File: src/rtl/vram_dma.sv
// vram_dma: CPU-side copy engine that streams bytes from system memory into the GPU VRAM
// write port while holding the CPU off the bus, two clocks per byte.
module vram_dma #(
    parameter int VRAM_LIMIT = 'hD00,
    parameter int LEN_W      = 13
) (
    input  logic        clk_1,
    input  logic        rst,
    input  logic        reg_sel_i,
    input  logic [2:0]  reg_addr_i,
    input  logic        reg_wen_i,
    input  logic [7:0]  reg_wdata_i,
    output logic [7:0]  reg_rdata_o,
    output logic        bus_req_o,
    input  logic        bus_gnt_i,
    output logic [15:0] mem_addr_o,
    input  logic [7:0]  mem_rdata_i,
    input  logic        in_vblank_i,
    output logic [11:0] vram_address_o,
    output logic [7:0]  vram_data_o,
    output logic        vram_wen_o,
    output logic        select_pmf_o,
    output logic        select_pmb_o,
    output logic        select_ntbl_o,
    output logic        select_obm_o,
    output logic        select_txbl_o,
    output logic        done_irq_o
);

    typedef enum logic [2:0] {S_IDLE, S_REQ, S_READ, S_WRITE, S_DONE} state_t;

    state_t             state_q, state_d;
    logic [15:0]        src_reg_q, src_reg_d;
    logic [11:0]        dst_reg_q, dst_reg_d;
    logic [LEN_W-1:0]   len_reg_q, len_reg_d;
    logic               wait_vb_q, wait_vb_d;
    logic [15:0]        src_q, src_d;
    logic [11:0]        dst_q, dst_d;
    logic [LEN_W-1:0]   len_q, len_d;
    logic               busy_q, busy_d;
    logic               done_q, done_d;
    logic               error_q, error_d;
    logic               bus_req_q, bus_req_d;
    logic [15:0]        mem_addr_q, mem_addr_d;
    logic               vram_wen_q, vram_wen_d;
    logic [11:0]        vram_addr_q, vram_addr_d;
    logic [4:0]         sel_q, sel_d;

    logic               ctrl_wr;
    logic               cfg_wr;
    logic [LEN_W:0]     dst_end;
    logic               over_limit;

    // One-hot region select, ordered {pmf, pmb, ntbl, obm, txbl}.
    function automatic logic [4:0] region_sel(input logic [11:0] a);
        if (a < 12'h200)      return 5'b10000;
        else if (a < 12'h400) return 5'b01000;
        else if (a < 12'h800) return 5'b00100;
        else if (a < 12'h900) return 5'b00010;
        else if (a < 12'hD00) return 5'b00001;
        else                  return 5'b00000;
    endfunction

    assign ctrl_wr    = reg_sel_i && reg_wen_i && (reg_addr_i == 3'd6);
    assign cfg_wr     = reg_sel_i && reg_wen_i && !busy_q;
    assign dst_end    = (LEN_W+1)'(dst_reg_q) + (LEN_W+1)'(len_reg_q);
    assign over_limit = dst_end > (LEN_W+1)'(VRAM_LIMIT);

    always_comb begin
        state_d   = state_q;
        src_reg_d = src_reg_q;
        dst_reg_d = dst_reg_q;
        len_reg_d = len_reg_q;
        wait_vb_d = wait_vb_q;
        src_d     = src_q;
        dst_d     = dst_q;
        len_d     = len_q;
        busy_d    = busy_q;
        done_d    = done_q;
        error_d   = error_q;

        // Configuration is frozen while a transfer owns the working copies.
        if (cfg_wr) begin
            unique case (reg_addr_i)
                3'd0: src_reg_d[7:0]        = reg_wdata_i;
                3'd1: src_reg_d[15:8]       = reg_wdata_i;
                3'd2: dst_reg_d[7:0]        = reg_wdata_i;
                3'd3: dst_reg_d[11:8]       = reg_wdata_i[3:0];
                3'd4: len_reg_d[7:0]        = reg_wdata_i;
                3'd5: len_reg_d[LEN_W-1:8]  = reg_wdata_i[LEN_W-9:0];
                3'd6: begin
                    wait_vb_d = reg_wdata_i[2];
                    if (reg_wdata_i[3]) begin
                        done_d  = 1'b0;
                        error_d = 1'b0;
                    end
                end
                default: ;
            endcase
        end

        unique case (state_q)
            S_IDLE, S_DONE: begin
                state_d = S_IDLE;
                if (ctrl_wr && reg_wdata_i[0] && !reg_wdata_i[1]) begin
                    error_d = 1'b0;
                    if (len_reg_q == '0) begin
                        done_d = 1'b1;
                    end else if (over_limit) begin
                        error_d = 1'b1;
                        done_d  = 1'b1;
                    end else begin
                        src_d   = src_reg_q;
                        dst_d   = dst_reg_q;
                        len_d   = len_reg_q;
                        busy_d  = 1'b1;
                        done_d  = 1'b0;
                        state_d = S_REQ;
                    end
                end
            end
            S_REQ: begin
                if (bus_gnt_i && (!wait_vb_q || in_vblank_i)) state_d = S_READ;
            end
            S_READ: begin
                // Losing the bus here just re-issues the same source address later.
                if (!bus_gnt_i || (wait_vb_q && !in_vblank_i)) state_d = S_REQ;
                else                                           state_d = S_WRITE;
            end
            S_WRITE: begin
                src_d = src_q + 16'd1;
                dst_d = dst_q + 12'd1;
                len_d = len_q - LEN_W'(1);
                if (len_q == LEN_W'(1)) begin
                    busy_d  = 1'b0;
                    done_d  = 1'b1;
                    state_d = S_DONE;
                end else begin
                    state_d = S_READ;
                end
            end
            default: state_d = S_IDLE;
        endcase

        if (ctrl_wr && reg_wdata_i[1]) begin
            busy_d  = 1'b0;
            state_d = S_IDLE;
        end
    end

    // Outputs are registered against the state being entered, so they line up with state_q.
    always_comb begin
        bus_req_d   = (state_d == S_REQ) || (state_d == S_READ) || (state_d == S_WRITE);
        mem_addr_d  = (state_d == S_READ)  ? src_d : mem_addr_q;
        vram_wen_d  = (state_d == S_WRITE);
        vram_addr_d = (state_d == S_WRITE) ? dst_d : vram_addr_q;
        sel_d       = (state_d == S_WRITE) ? region_sel(dst_d) : 5'b00000;
    end

    // NOTE: synchronous reset sampled on the clock edge; all state uses non-blocking updates.
    always_ff @(posedge clk_1) begin
        if (!rst) begin
            state_q     <= S_IDLE;
            src_reg_q   <= '0;
            dst_reg_q   <= '0;
            len_reg_q   <= '0;
            wait_vb_q   <= 1'b0;
            src_q       <= '0;
            dst_q       <= '0;
            len_q       <= '0;
            busy_q      <= 1'b0;
            done_q      <= 1'b0;
            error_q     <= 1'b0;
            bus_req_q   <= 1'b0;
            mem_addr_q  <= '0;
            vram_wen_q  <= 1'b0;
            vram_addr_q <= '0;
            sel_q       <= '0;
        end else begin
            state_q     <= state_d;
            src_reg_q   <= src_reg_d;
            dst_reg_q   <= dst_reg_d;
            len_reg_q   <= len_reg_d;
            wait_vb_q   <= wait_vb_d;
            src_q       <= src_d;
            dst_q       <= dst_d;
            len_q       <= len_d;
            busy_q      <= busy_d;
            done_q      <= done_d;
            error_q     <= error_d;
            bus_req_q   <= bus_req_d;
            mem_addr_q  <= mem_addr_d;
            vram_wen_q  <= vram_wen_d;
            vram_addr_q <= vram_addr_d;
            sel_q       <= sel_d;
        end
    end

    always_comb begin
        reg_rdata_o = 8'h00;
        unique case (reg_addr_i)
            3'd0: reg_rdata_o = src_reg_q[7:0];
            3'd1: reg_rdata_o = src_reg_q[15:8];
            3'd2: reg_rdata_o = dst_reg_q[7:0];
            3'd3: reg_rdata_o = {4'h0, dst_reg_q[11:8]};
            3'd4: reg_rdata_o = len_reg_q[7:0];
            3'd5: reg_rdata_o = {{(16-LEN_W){1'b0}}, len_reg_q[LEN_W-1:8]};
            3'd6: reg_rdata_o = {5'b00000, error_q, done_q, busy_q};
            default: reg_rdata_o = 8'h00;
        endcase
    end

    assign bus_req_o      = bus_req_q;
    assign mem_addr_o     = mem_addr_q;
    assign vram_wen_o     = vram_wen_q;
    assign vram_address_o = vram_addr_q;
    // Read data arrives in the write cycle itself and is forwarded straight to the GPU.
    assign vram_data_o    = vram_wen_q ? mem_rdata_i : 8'h00;
    assign select_pmf_o   = sel_q[4];
    assign select_pmb_o   = sel_q[3];
    assign select_ntbl_o  = sel_q[2];
    assign select_obm_o   = sel_q[1];
    assign select_txbl_o  = sel_q[0];
    assign done_irq_o     = done_q;

endmodule
File: config.mk
export PLATFORM = sky130hd
export DESIGN_NAME = vram_dma
export DESIGN_NICKNAME = d
export VERILOG_FILES = /design/src/rtl/vram_dma.sv
export SDC_FILE = /design/constraint.sdc
export NUM_CORES = 1
export LEC_CHECK = 0
export ABC_AREA = 1
export CORE_UTILIZATION = 30
export CTS_BUF_LIST = sky130_fd_sc_hd__clkbuf_8
export DETAILED_ROUTE_END_ITERATION = 16
export DONT_BUFFER_PORTS = 1
export HOLD_SLACK_MARGIN = 0.05
export PLACE_DENSITY = 0.47
export SYNTH_ARGS = -nofsm -noshare
export SYNTH_HDL_FRONTEND = slang
export SYNTH_SLANG_ARGS = --single-unit
File: constraint.sdc
create_clock -name clk_1 -period 2.6 [get_ports clk_1]
set_input_delay 0 -clock clk_1 [delete_from_list [all_inputs] [get_ports clk_1]]
set_output_delay 0 -clock clk_1 [all_outputs]
set_load 0.01 [all_outputs]
Yosys cells after proc, flatten, opt, wreduce, memory -nomap -nowiden. Index checks and enable logic that the tools add are counted.

Output and inout port bits: 52. Register bits after elaboration: 124.

Equal/unequal tests: 18. Bitwise gates (word level): 2. $add $sub $neg: 4. Reductions and logical operators: 37. Magnitude comparators: 6. Multiplexer cells: 46.

Operator list (number): 8-bit case mux with 7 select lines (1); 16-bit 2-to-1 mux (3); 13-bit 2-to-1 mux (3); 12-bit < comparator (second input constant) (3); 12-bit 2-to-1 mux (3); 16-bit case mux with 2 select lines (1); 13-bit case mux with 2 select lines (1); 12-bit case mux with 2 select lines (1); 1-bit 2-to-1 mux (21); 3-bit by 2-bit == test with 1-bit output (second input constant) (6); 16-bit by 1-bit adder with 16-bit output (second input constant) (1); 2-bit AND reduction (8); 12-bit by 13-bit adder with 14-bit output (1); 14-bit by 12-bit > comparator with 1-bit output (second input constant) (1); 13-bit by 1-bit == test with 1-bit output (second input constant) (1); 13-bit logical NOT (1); 13-bit by 1-bit subtractor with 13-bit output (second input constant) (1); 12-bit by 1-bit adder with 12-bit output (second input constant) (1); 3-bit == test (second input constant) (4); 12-bit by 10-bit < comparator with 1-bit output (second input constant) (1); 12-bit by 11-bit < comparator with 1-bit output (second input constant) (1); 3-bit 2-to-1 mux (4); 3-bit case mux with 4 select lines (1); 3-bit by 1-bit == test with 1-bit output (second input constant) (3); other kinds (19) (41).

Longest topological paths before layout. Gate-level depths: netlist (run 1).

Depth in word-level cells: 12. Mapped depth: 23. Gate-level depth less buffers: 23.

Least setup slack after synthesis (run 1). No wires, ideal clock.

Kind: flip-flop to flip-flop. Start point: register len_reg_q[0]. End point: register mem_addr_q[0] (netlist: mem_addr_o[0]). Path slack: -0.005 ns. Clock period less this slack: 2.605 ns. Buffers on the path: 1. Cell stages (with the launch flop): 23. Arrival: 2.490 ns. Required time: 2.485 ns. Path through: dfxtp_1 -> ha_1 -> inv_1 -> fa_1 -> inv_1 -> nand2_1 -> nand2_1 -> nand3_2 -> nand2_2 -> nand2_2 -> nand2_1 -> nand2_1 -> nand3_2 -> inv_1 -> nand2_2 -> nand2_8 -> nand2_8 -> nand2_8 -> nor2_8 -> buf_6 -> nand3_1 -> o211ai_1 -> inv_2.

Word-level cells in the longest chain between the ends: 8.

Ends and longest elaborated chain: from (decl) (line 35) `logic [LEN_W-1:0] len_reg_q, len_reg_d;`; from (signal assigned) (line 183) `len_reg_q <= len_reg_d;`; 12-bit by 13-bit adder with 14-bit output (line 66) `assign dst_end = (LEN_W+1)'(dst_reg_q) + (LEN_W+1)'(len_reg_q);`; 14-bit by 12-bit > comparator with 1-bit output (line 67) `assign over_limit = dst_end > (LEN_W+1)'(VRAM_LIMIT);`; 1-bit 2-to-1 mux (line 109) `end else if (over_limit) begin`; 1-bit 2-to-1 mux (line 107) `if (len_reg_q == '0) begin`; 1-bit 2-to-1 mux (line 105) `if (ctrl_wr && reg_wdata_i[0] && !reg_wdata_i[1]) begin`; 3-bit case mux with 4 select lines (line 102) `unique case (state_q)`; 3-bit 2-to-1 mux (line 145) `if (ctrl_wr && reg_wdata_i[1]) begin`; 3-bit by 2-bit == test with 1-bit output (line 154) `mem_addr_d = (state_d == S_READ) ? src_d : mem_addr_q;`; to (signal assigned) (line 192) `mem_addr_q <= mem_addr_d;`; to (decl) (line 44) `logic [15:0] mem_addr_q, mem_addr_d;`.

Parallel ways exist; a longest one is shown, timed or not. A chain may end at the register's enable or synchronous reset.

Worst setup path after layout (run 1).
Start point: register dst_reg_q[0]. End point: register mem_addr_q[15] (netlist: mem_addr_o[15]).

Word-level cells in the longest chain between the ends: 8.

Ends and longest elaborated chain: from (decl) (line 34) `logic [11:0] dst_reg_q, dst_reg_d;`; from (signal assigned) (line 182) `dst_reg_q <= dst_reg_d;`; 12-bit by 13-bit adder with 14-bit output * (line 66); 14-bit by 12-bit > comparator with 1-bit output * (line 67); 1-bit 2-to-1 mux (line 109); 1-bit 2-to-1 mux (line 107); 1-bit 2-to-1 mux (line 105); 3-bit case mux with 4 select lines (line 102); 3-bit 2-to-1 mux (line 145); 3-bit by 2-bit == test with 1-bit output (line 154).

Mark *: on every way between the ends. The rest lies on a longest branch, timed or not.

==> metrics.md, run 1 <==
| Metric | Value |
|---|---|
| Final critical-path share of the clock period | `1.069` |
| CTS Buf Count | `17` |
| Max H-tree Level | `4` |
| Final Cell Area | `9588 um2` |
| Post-route setup slack | `-0.1807 ns` |
| Layout Nets | `1188` |
| # clock sinks | `124` |
| Pin count of the biggest net entering global routing | `87` |
| Leakage power | `3.904 nW` |
| Drt drc | `0` |
| Clock transition at path regs | `0.08 ns` |
| Via/cell ratio | `4.917` |
| Std cell rows | `55` |
| Share of layout cells above drive strength 1 | `0.2403` |
| Status | `complete, but fails checks` |
| First-pass GRT wire length | `38350 um` |
| Hold WC Path Type | `in2reg` |
| Net Count, Synth | `1086` |
| Tmin final | `2.781 ns` |
| # port buffers | `0` |
| Drt initial violations | `403` |
| Worst Path Max Fanout | `6` |
| Vias in the first global route | `7032` |
| Fill cell count | `2449` |
| Initial antenna violation count | `1` |
| Placed cell areas | `7855 um2` |
| Number of synthesized flops with an enable pin | `0` |
| Total grt overflow | `0` |
| Hold Vio Cnt, Final | `0` |
| Post-synthesis cell type count | `52` |
| Slew headroom | `0.4765` |
| Die Ht | `155.2 um` |
| DIE AREA | `24090 um2` |
| Sequential area share after synthesis | `0.3525` |
| Most common cell after layout, fill and taps aside | `nand2_1` |
| Gpl congestion | `0.8830` |
| Final setup vio count | `66` |
| Crit path required time | `2.95 ns` |
| FMAX | `0.3596 GHz` |
| Drt total wl | `24500 um` |
| Initial core utilization | `0.3082` |
| Post-synthesis register bit count | `124` |
| Clock root buffer | `clkbuf_8` |
| Avg Inst Size Synth | `6.745 um2` |
| WS Path Type | `reg2reg` |
| DRT Pass-1 Iters | `5` |
| Actual slew at the worst max-slew pin | `0.7824 ns` |
| Floorplan Core Area | `22850 um2` |
| Hold Slack | `0.08498 ns` |
| Hpwl dp | `17890 um` |
| Longest Clk Path Bufs | `2` |
| MaxCap Viol Count | `0` |
| Num ports | `77` |
| Antenna-violating nets left | `0` |
| RSZ-0062 raised after global routing | `yes` |
| Mapped Area | `7042 um2` |
| P per Cell Area | `440.2 nW/um2` |
| Area Overhead vs Synth | `36.16%` |
| Post-Syn Instances | `1044` |
| Crit path DAT | `3.13 ns` |
| DIE WIDTH | `155.2 um` |
| Worst vdd ir | `0.3118 mV` |
| Synth Flop Type | `dfxtp_1` |
| Yosys warnings | `0` |
| All-Layer GR Usage | `0.2080` |
| Crit. End Element | `flop` |
| Via Count | `7233` |
| Most frequent cells in the layout | `nand2_1 (153), inv_1 (152), dfxtp_1 (122)` |
| Async SR Flop Fraction | `0` |
| Pins Over Slew Limit | `0` |
| Final setup TNS | `-6.445 ns` |
| Violated checks | `setup timing` |
| Clk Latency, worst-skew pair | `0.45 ns` |
| Drt wl/cell | `16.65 um` |
| Final clock skew | `0.01467 ns` |
| CTS tree | `yes` |
| Critical Path Start Type | `flop` |
| Overall power | `4.221 mW` |
flip-flops by register name (all words and copies together) (netlist names):
signal	count
mem_addr_o	16
src_q	16
src_reg_q	16
len_q	13
len_reg_q	13
dst_q	12
dst_reg_q	12
vram_address_o	12
sel_q	5
state_q	3
bus_req_o	1
busy_q	1
done_irq_o	1
error_q	1
vram_wen_o	1
wait_vb_q	1
kinds of logic after synthesis:
logic type                 Yosys count  synth area share
and+or+nand+nor                    429            0.2852
AOI/OAI and AO/OA                  265            0.2139
DFF                                124            0.3525
xor gates and xnor gates             2          0.002488
buffers and inverters              207            0.1146
adders and majority gates           17           0.03127
metal layers:
| layer | wire [um] | track usage | vias up |
|---|---|---|---|
| met5 | 0 | 0 | - |
| met4 | 236 | 0.04762 | 0 |
| met3 | 1395 | 0.04791 | 15 |
| met2 | 11330 | 0.3357 | 159 |
| met1 | 11540 | 0.2808 | 3382 |
| li1 | - | - | 3677 |
metrics by stage:
stage                     std cells    util  worst slack, ns
after floorplan                1044       -          0.02038
after CTS                      1464  0.3996          -0.1609
after global placement         1397  0.3438          -0.1763
after detailed placement       1397  0.3438          -0.2194
after global routing           1470  0.4196          -0.3712
final                          1471  0.4197          -0.1807
power breakdown:
group / switching (mW) / total, mW / internal [mW]
Sequential: 0.0184 / 1.93 / 1.92
Clock: 0.822 / 2.00 / 1.18
Combinational: 0.177 / 0.285 / 0.108
critical path, cell delays in order, from the launching register on:
cell	delay (ns)
dfxtp_2	0.36
ha_4	0.14
inv_2	0.04
fa_2	0.52
nand2_1	0.05
a21oi_1	0.11
nand3_1	0.10
nor2_1	0.11
nand2_1	0.06
nor3_2	0.18
nand2_2	0.12
nand2_8	0.13
nand2_8	0.08
nand2_8	0.09
nor2_8	0.05
buf_12	0.14
buf_8	0.12
o21a_1	0.15
o21ai_1	0.07
inv_1	0.05
final cells by class:
cell class	count	area, um2	area share
repair inverters	1	16.27	0.001696
repair buffers	114	1132	0.1181
clock buffers	19	261.5	0.02727
diodes	1	2.502	0.0002610
clock inverters	11	192.7	0.02010
well taps	313	391.6	0.04085
flip-flops and latches	124	2485	0.2592
inverters	174	683.2	0.07125
multi-input cells	714	4423	0.4613
Yosys cell counts (6+ instances only):
library cell | count | area (um2)
a21oi_1 | 76 | 380.4
a221oi_1 | 6 | 52.55
a31oi_1 | 7 | 43.79
and2_1 | 10 | 62.56
clkbuf_1 | 22 | 82.58
dfxtp_1 | 124 | 2482
ha_1 | 16 | 200.2
inv_1 | 157 | 589.3
inv_2 | 14 | 52.55
nand2_1 | 168 | 630.6
nand2_2 | 8 | 50.05
nand3_1 | 71 | 355.3
nand4_1 | 10 | 62.56
nor2_1 | 100 | 375.4
nor2_2 | 6 | 37.54
nor3_1 | 30 | 150.1
o211ai_1 | 15 | 112.6
o21a_1 | 10 | 75.07
o21ai_0 | 103 | 515.5
o21ai_1 | 15 | 75.07
o22ai_1 | 9 | 56.30
worst paths after layout:
| kind | startpoint | to | slack, ns | cells past startpoint |
|---|---|---|---|---|
| worst max register to register | dst_reg_q[0] | mem_addr_o[15] | -0.18 | 19 |
| worst min-delay path | reg_addr_i[0] | dst_reg_q[10] | 0.08 | 6 |
| worst max-delay path | dst_reg_q[0] | mem_addr_o[15] | -0.18 | 19 |
| worst min register to register | len_q[11] | len_q[11] | 0.48 | 2 |
repair_timing:
| item | 4_1_cts | 5_1_grt |
|---|---|---|
| hold buffers | 21 | 1 |
| cloned | 3 | 1 |
| buffers inserted | 14 | 5 |
| pin swaps | 38 | 27 |
| endpoints found under the setup margin | 72 | 80 |
| gates resized for setup | 112 | 78 |
| hold endpoints to repair | 95 | 5 |
Power figures use the tool's default switching activity.
==> run 2: changes to the inputs <==
--- a/config.mk
+++ b/config.mk
@@ -12,6 +12,7 @@
 export DONT_BUFFER_PORTS = 1
 export HOLD_SLACK_MARGIN = 0.05
 export PLACE_DENSITY = 0.47
+export SETUP_SLACK_MARGIN = 0.15
 export SYNTH_ARGS = -nofsm -noshare
 export SYNTH_HDL_FRONTEND = slang
 export SYNTH_SLANG_ARGS = --single-unit
==> run 2 against run 1 <==
  * The run still ends with setup timing left
  * Final area is 2.3% lower
  * Highest routed layer is now met5
  * Clock skew decreased by 0.0016 ns
  * First-iteration DRC count is 9.2% higher
  * Register-to-register slack better by 0.07 ns
  * Wire length fell by 0.97%
  * Via count down 0.64%
  * Core utilization down 0.96 points
==> metrics.md, run 2 (synthesis results as in run 1) <==
| Metric | Value |
|---|---|
| Status | `complete, but fails checks` |
| Violated checks | `setup timing` |
| # clock sinks | `124` |
| WS Path Type | `reg2reg` |
| Placed cell areas | `7939 um2` |
| Drt wl/cell | `16.49 um` |
| FMAX | `0.3684 GHz` |
| Worst vdd ir | `0.3361 mV` |
| Antenna-violating nets left | `0` |
| Final Cell Area | `9368 um2` |
| Final clock skew | `0.01309 ns` |
| Area Overhead vs Synth | `33.03%` |
| Final critical-path share of the clock period | `1.044` |
| Total grt overflow | `0` |
| Crit path DAT | `3.05 ns` |
| Post-route setup slack | `-0.1143 ns` |
| Pin count of the biggest net entering global routing | `83` |
| Slew headroom | `0.4851` |
| Final setup vio count | `50` |
| Via/cell ratio | `4.886` |
| Hold WC Path Type | `in2reg` |
| Most common cell after layout, fill and taps aside | `nand2_1` |
| Vias in the first global route | `6718` |
| Longest Clk Path Bufs | `2` |
| First-pass GRT wire length | `37640 um` |
| Std cell rows | `55` |
| Drt initial violations | `440` |
| Leakage power | `3.851 nW` |
| # port buffers | `0` |
| Die Ht | `155.2 um` |
| Layout Nets | `1185` |
| Crit. End Element | `flop` |
| DRT Pass-1 Iters | `5` |
| Floorplan Core Area | `22850 um2` |
| MaxCap Viol Count | `0` |
| P per Cell Area | `420.9 nW/um2` |
| Share of layout cells above drive strength 1 | `0.2344` |
| Clock root buffer | `clkbuf_8` |
| Fin util | `0.4100` |
| Tmin final | `2.714 ns` |
| Max H-tree Level | `4` |
| Hpwl dp | `17890 um` |
| R2R cell count | `22` |
| Crit path required time | `2.94 ns` |
| All-Layer GR Usage | `0.2051` |
| Critical Path Start Type | `flop` |
| Most frequent cells in the layout | `nand2_1 (154), inv_1 (149), dfxtp_1 (120)` |
| DIE AREA | `24090 um2` |
| Clk Latency, worst-skew pair | `0.45 ns` |
| Actual slew at the worst max-slew pin | `0.7695 ns` |
| Pins Over Slew Limit | `0` |
| Num ports | `77` |
| Drt total wl | `24260 um` |
| Clock transition at path regs | `0.08 ns` |
| Hold path depth | `3` |
| Initial core utilization | `0.3082` |
| DIE WIDTH | `155.2 um` |
| CTS Buf Count | `17` |
| CTS tree | `yes` |
| Worst Path Max Fanout | `17` |
| Gpl congestion | `0.8692` |
| Initial antenna violation count | `1` |
| Hold Vio Cnt, Final | `0` |
| Fill cell count | `2458` |
| Drt drc | `0` |
| Via Count | `7187` |
| RSZ-0062 raised after global routing | `yes` |
run 2: worst max-delay path, cell delays in order (launching register included):
cell and delay [ns]:
dfxtp_2 0.36, ha_4 0.14, inv_2 0.03, fa_2 0.34, inv_2 0.09, buf_4 0.10, buf_4 0.09, nand3_2 0.08
nand3_1 0.09, nand2_1 0.05, nand2_1 0.06, inv_2 0.04, nand2_1 0.06, nor2_2 0.04, nand2_2 0.14, nand2_8 0.11
nand2_8 0.12, nand2_8 0.08, nor2_8 0.17, buf_12 0.16, nand3_1 0.10, o211ai_1 0.10, inv_2 0.04
run 2: final cells by class:
class / count / area, um2 / share of cell area
Clock buffer: 18 / 247.7 / 0.02645
Timing Repair inverter: 1 / 8.758 / 0.0009350
Clock inverter: 14 / 146.4 / 0.01563
Inverter: 174 / 680.7 / 0.07266
Antenna cell: 2 / 5.005 / 0.0005343
Timing Repair Buffer: 112 / 1060 / 0.1131
Sequential cell: 124 / 2487 / 0.2655
Multi-Input combinational cell: 713 / 4340 / 0.4633
Tap cell: 313 / 391.6 / 0.04181
run 2: repair_timing:
item / 4_1_cts / 5_1_grt
setup buffers: 8 / 5
hold endpoints to repair: 96 / 0
gates resized for setup: 80 / 85
setup endpoints to repair: 78 / 80
hold buffers: 26 / 0
pin swaps: 9 / 13
gates cloned: 1 / 0
run 2: power breakdown:
group	switching (mW)	total (mW)	internal, mW
combinational	0.178	0.286	0.108
sequential	0.0177	1.93	1.92
clock	0.849	1.72	0.874
run 2: per-stage QoR:
step | setup TNS, ns | setup slack (ns) | instances | total power [mW] | hold slack (ns)
6_report | -3.066 | -0.1143 | 1471 | 3.943 | 0.07995
5_1_grt | -15.64 | -0.3053 | 1469 | 4.111 | 0.1090
4_1_cts | -4.985 | -0.1358 | 1464 | 3.968 | 0.05071
3_5_place_dp | -9.535 | -0.2172 | 1397 | 2.177 | 0.1013
3_3_place_gp | -6.503 | -0.1925 | 1397 | 2.178 | 0.1024
2_1_floorplan | 0 | 0.09864 | 1044 | 2.108 | 0.09802
run 2: routing by layer:
metal	vias up	track usage	share of wire	wire length (um)
met1	3301	0.2882	0.48	11550
met4	2	0.05135	0.014	328
li1	3674	-	-	-
met2	191	0.3170	0.45	10850
met5	-	0	0.00070	17
met3	19	0.04485	0.062	1511
run 2: worst paths after layout:
| path | endpoint | slack [ns] | startpoint |
|---|---|---|---|
| setup / recovery | mem_addr_o[12] | -0.11 | len_reg_q[0] |
| hold / removal | len_reg_q[1] | 0.08 | reg_addr_i[2] |
| hold reg to reg | len_q[11] | 0.48 | len_q[11] |
| setup reg to reg | mem_addr_o[12] | -0.11 | len_reg_q[0] |
==> run 3: changes to the inputs <==
--- a/config.mk
+++ b/config.mk
@@ -6,13 +6,14 @@
 export NUM_CORES = 1
 export LEC_CHECK = 0
 export ABC_AREA = 1
+export CORE_ASPECT_RATIO = 2
 export CORE_UTILIZATION = 30
 export CTS_BUF_LIST = sky130_fd_sc_hd__clkbuf_8
 export DETAILED_ROUTE_END_ITERATION = 16
 export DONT_BUFFER_PORTS = 1
 export HOLD_SLACK_MARGIN = 0.05
 export PLACE_DENSITY = 0.47
-export SETUP_SLACK_MARGIN = 0.15
+export SETUP_SLACK_MARGIN = 0.05
 export SYNTH_ARGS = -nofsm -noshare
 export SYNTH_HDL_FRONTEND = slang
 export SYNTH_SLANG_ARGS = --single-unit
==> run 3 against run 2 <==
  * The run still ends with setup timing left
  * Clock power about the same
  * Clock-buffer cell count increased by 1
  * Clock skew decreased by 0.00077 ns
  * Wire length rose by 15%
  * Combinational power is 5% higher
  * Register-to-register slack lost 0.05 ns
  * Final area rose by 2.7%
  * Total power about the same
  * Core utilization rose by 0.60 points
  * Via count rose by 3.4%
  * Sequential share of layout area decreased by 0.70 points
  * Sequential power about the same
==> metrics.md, run 3 (synthesis results as in run 1) <==
| Metric | Value |
|---|---|
| Critical Path Start Type | `flop` |
| # clock sinks | `124` |
| Most frequent cells in the layout | `inv_1 (151), nand2_1 (148), dfxtp_1 (120)` |
| Max incr delay on CP | `0.52 ns` |
| Pin count of the biggest net entering global routing | `87` |
| CTS Buf Count | `17` |
| All-Layer GR Usage | `0.2392` |
| Hold WC Path Type | `in2out` |
| Longest Clk Path Bufs | `2` |
| Std cell rows | `79` |
| Layout Nets | `1210` |
| Vias in the first global route | `7386` |
| Via/cell ratio | `5.078` |
| Crit-path slowest cell | `fa_2` |
| Drt wl/cell | `19.13 um` |
| Crit path DAT | `3.13 ns` |
| Initial core utilization | `0.3044` |
| Clock root buffer | `clkbuf_8` |
| Max H-tree Level | `4` |
| Overall power | `3.939 mW` |
| Fill cell count | `2455` |
| Hold Vio Cnt, Final | `0` |
| Pins Over Slew Limit | `0` |
| Non-Filler Instances | `1464` |
| Final setup vio count | `67` |
| First-pass GRT wire length | `41720 um` |
| P per Cell Area | `409.4 nW/um2` |
| Drt drc | `0` |
| Final critical-path share of the clock period | `1.065` |
| Slew headroom | `0.6369` |
| Worst reg2reg setup slack | `-0.17 ns` |
| DIE WIDTH | `110.3 um` |
| WS Path Type | `reg2reg` |
| Share of layout cells above drive strength 1 | `0.2676` |
| Worst path top cell family by delay | `simple AND/OR/NAND/NOR gates` |
| Hpwl dp | `21190 um` |
| Tmin final | `2.769 ns` |
| Hold Slack | `0.1013 ns` |
| Floorplan Core Area | `23130 um2` |
| Violated checks | `setup timing` |
| CTS tree | `yes` |
| Inst Count DP | `1383` |
| Total grt overflow | `0` |
| # port buffers | `0` |
| Post-route setup slack | `-0.1687 ns` |
| DRT Pass-1 Iters | `4` |
| Leakage power | `4.003 nW` |
| Gpl congestion | `0.9572` |
| Crit path required time | `2.96 ns` |
| Initial antenna violation count | `0` |
| RSZ-0062 raised after global routing | `yes` |
| Drt initial violations | `369` |
| Worst vdd ir | `0.5771 mV` |
| CP bufs+invs | `4` |
| Actual slew at the worst max-slew pin | `0.5390 ns` |
| Drt total wl | `28010 um` |
| Via Count | `7434` |
| Critical Path, Cell by Cell | `ha_4 -> inv_2 -> fa_2 -> nand2_2 -> a21oi_2 -> nand3_1 -> nor2_1 -> nand2_1 -> nor3_2 -> nand2_2 -> nand2_8 -> nand2_8 -> buf_12 -> buf_4 -> o21ai_2 -> o21ai_2 -> o21ai_1 -> inv_1` |
| Area Overhead vs Synth | `36.66%` |
| DIE AREA | `24130 um2` |
| FMAX | `0.3612 GHz` |
| Most common cell after layout, fill and taps aside | `inv_1` |
| Setup Slack @ Placement | `-0.2616 ns` |
| Antenna-violating nets left | `0` |
| Clk Latency, worst-skew pair | `0.46 ns` |
| Num ports | `77` |
| MaxCap Viol Count | `0` |
| # diodes | `0` |
| Worst Path Max Fanout | `8` |
| Die Ht | `218.7 um` |
| Status | `complete, but fails checks` |
| Crit. End Element | `flop` |
| Final clock skew | `0.01233 ns` |
| Clock transition at path regs | `0.07 ns` |
-- run 3: worst paths after layout --
path,startpoint,endpoint,depth (start not counted)
min,mem_rdata_i[5],vram_data_o[5],2
max,dst_reg_q[0],mem_addr_o[9],18
min reg2reg,len_q[11],len_q[11],2
max reg2reg,dst_reg_q[0],mem_addr_o[9],18
-- run 3: worst reg2reg max path, cell delays in order, from the launching register on --
cell	delay [ns]
dfxtp_2	0.36
ha_4	0.14
inv_2	0.03
fa_2	0.52
nand2_2	0.06
a21oi_2	0.09
nand3_1	0.08
nor2_1	0.12
nand2_1	0.07
nor3_2	0.17
nand2_2	0.12
nand2_8	0.15
nand2_8	0.12
buf_12	0.16
buf_4	0.12
o21ai_2	0.11
o21ai_2	0.08
o21ai_1	0.13
inv_1	0.04
-- run 3: area by class of cell --
cell class / count / area [um2] / area share
inverters: 174 / 678.2 / 0.07047
well taps: 283 / 354.1 / 0.03680
clock inverters: 13 / 125.1 / 0.01300
repair inverters: 2 / 17.52 / 0.001820
flip-flops and latches: 124 / 2487 / 0.2585
clock buffers: 19 / 261.5 / 0.02717
multi-input cells: 714 / 4399 / 0.4572
repair buffers: 135 / 1300 / 0.1351
-- run 3: through the flow --
step	area, um2	util	setup TNS (ns)
2_1_floorplan	7058	-	0
3_3_place_gp	8011	0.3464	-5.977
3_5_place_dp	8011	0.3464	-9.558
4_1_cts	9112	0.3940	-5.656
5_1_grt	9623	0.4160	-14.13
6_report	9623	0.4160	-5.288
-- run 3: metal layers --
metal / vias to the layer above / global-route usage / share of wire
met2: 193 / 0.4551 / 0.56
met4: 0 / 0.1864 / 0.085
li1: 3717 / - / -
met1: 3425 / 0.2104 / 0.33
met3: 99 / 0.04295 / 0.032
met5: - / 0 / 0
-- run 3: timing repair --
action | in CTS | in global routing
pin swaps | 26 | 43
hold buffers | 20 | 0
endpoints found under the hold margin | 102 | 0
setup endpoints to repair | 75 | 79
cloned | 5 | 3
gates resized for setup | 98 | 88
buffers inserted | 13 | 11
-- run 3: where the power goes --
part	internal, mW	switching [mW]
Clock	0.887	0.820
Combinational	0.110	0.189
Sequential	1.92	0.0161
Total	2.91	1.03
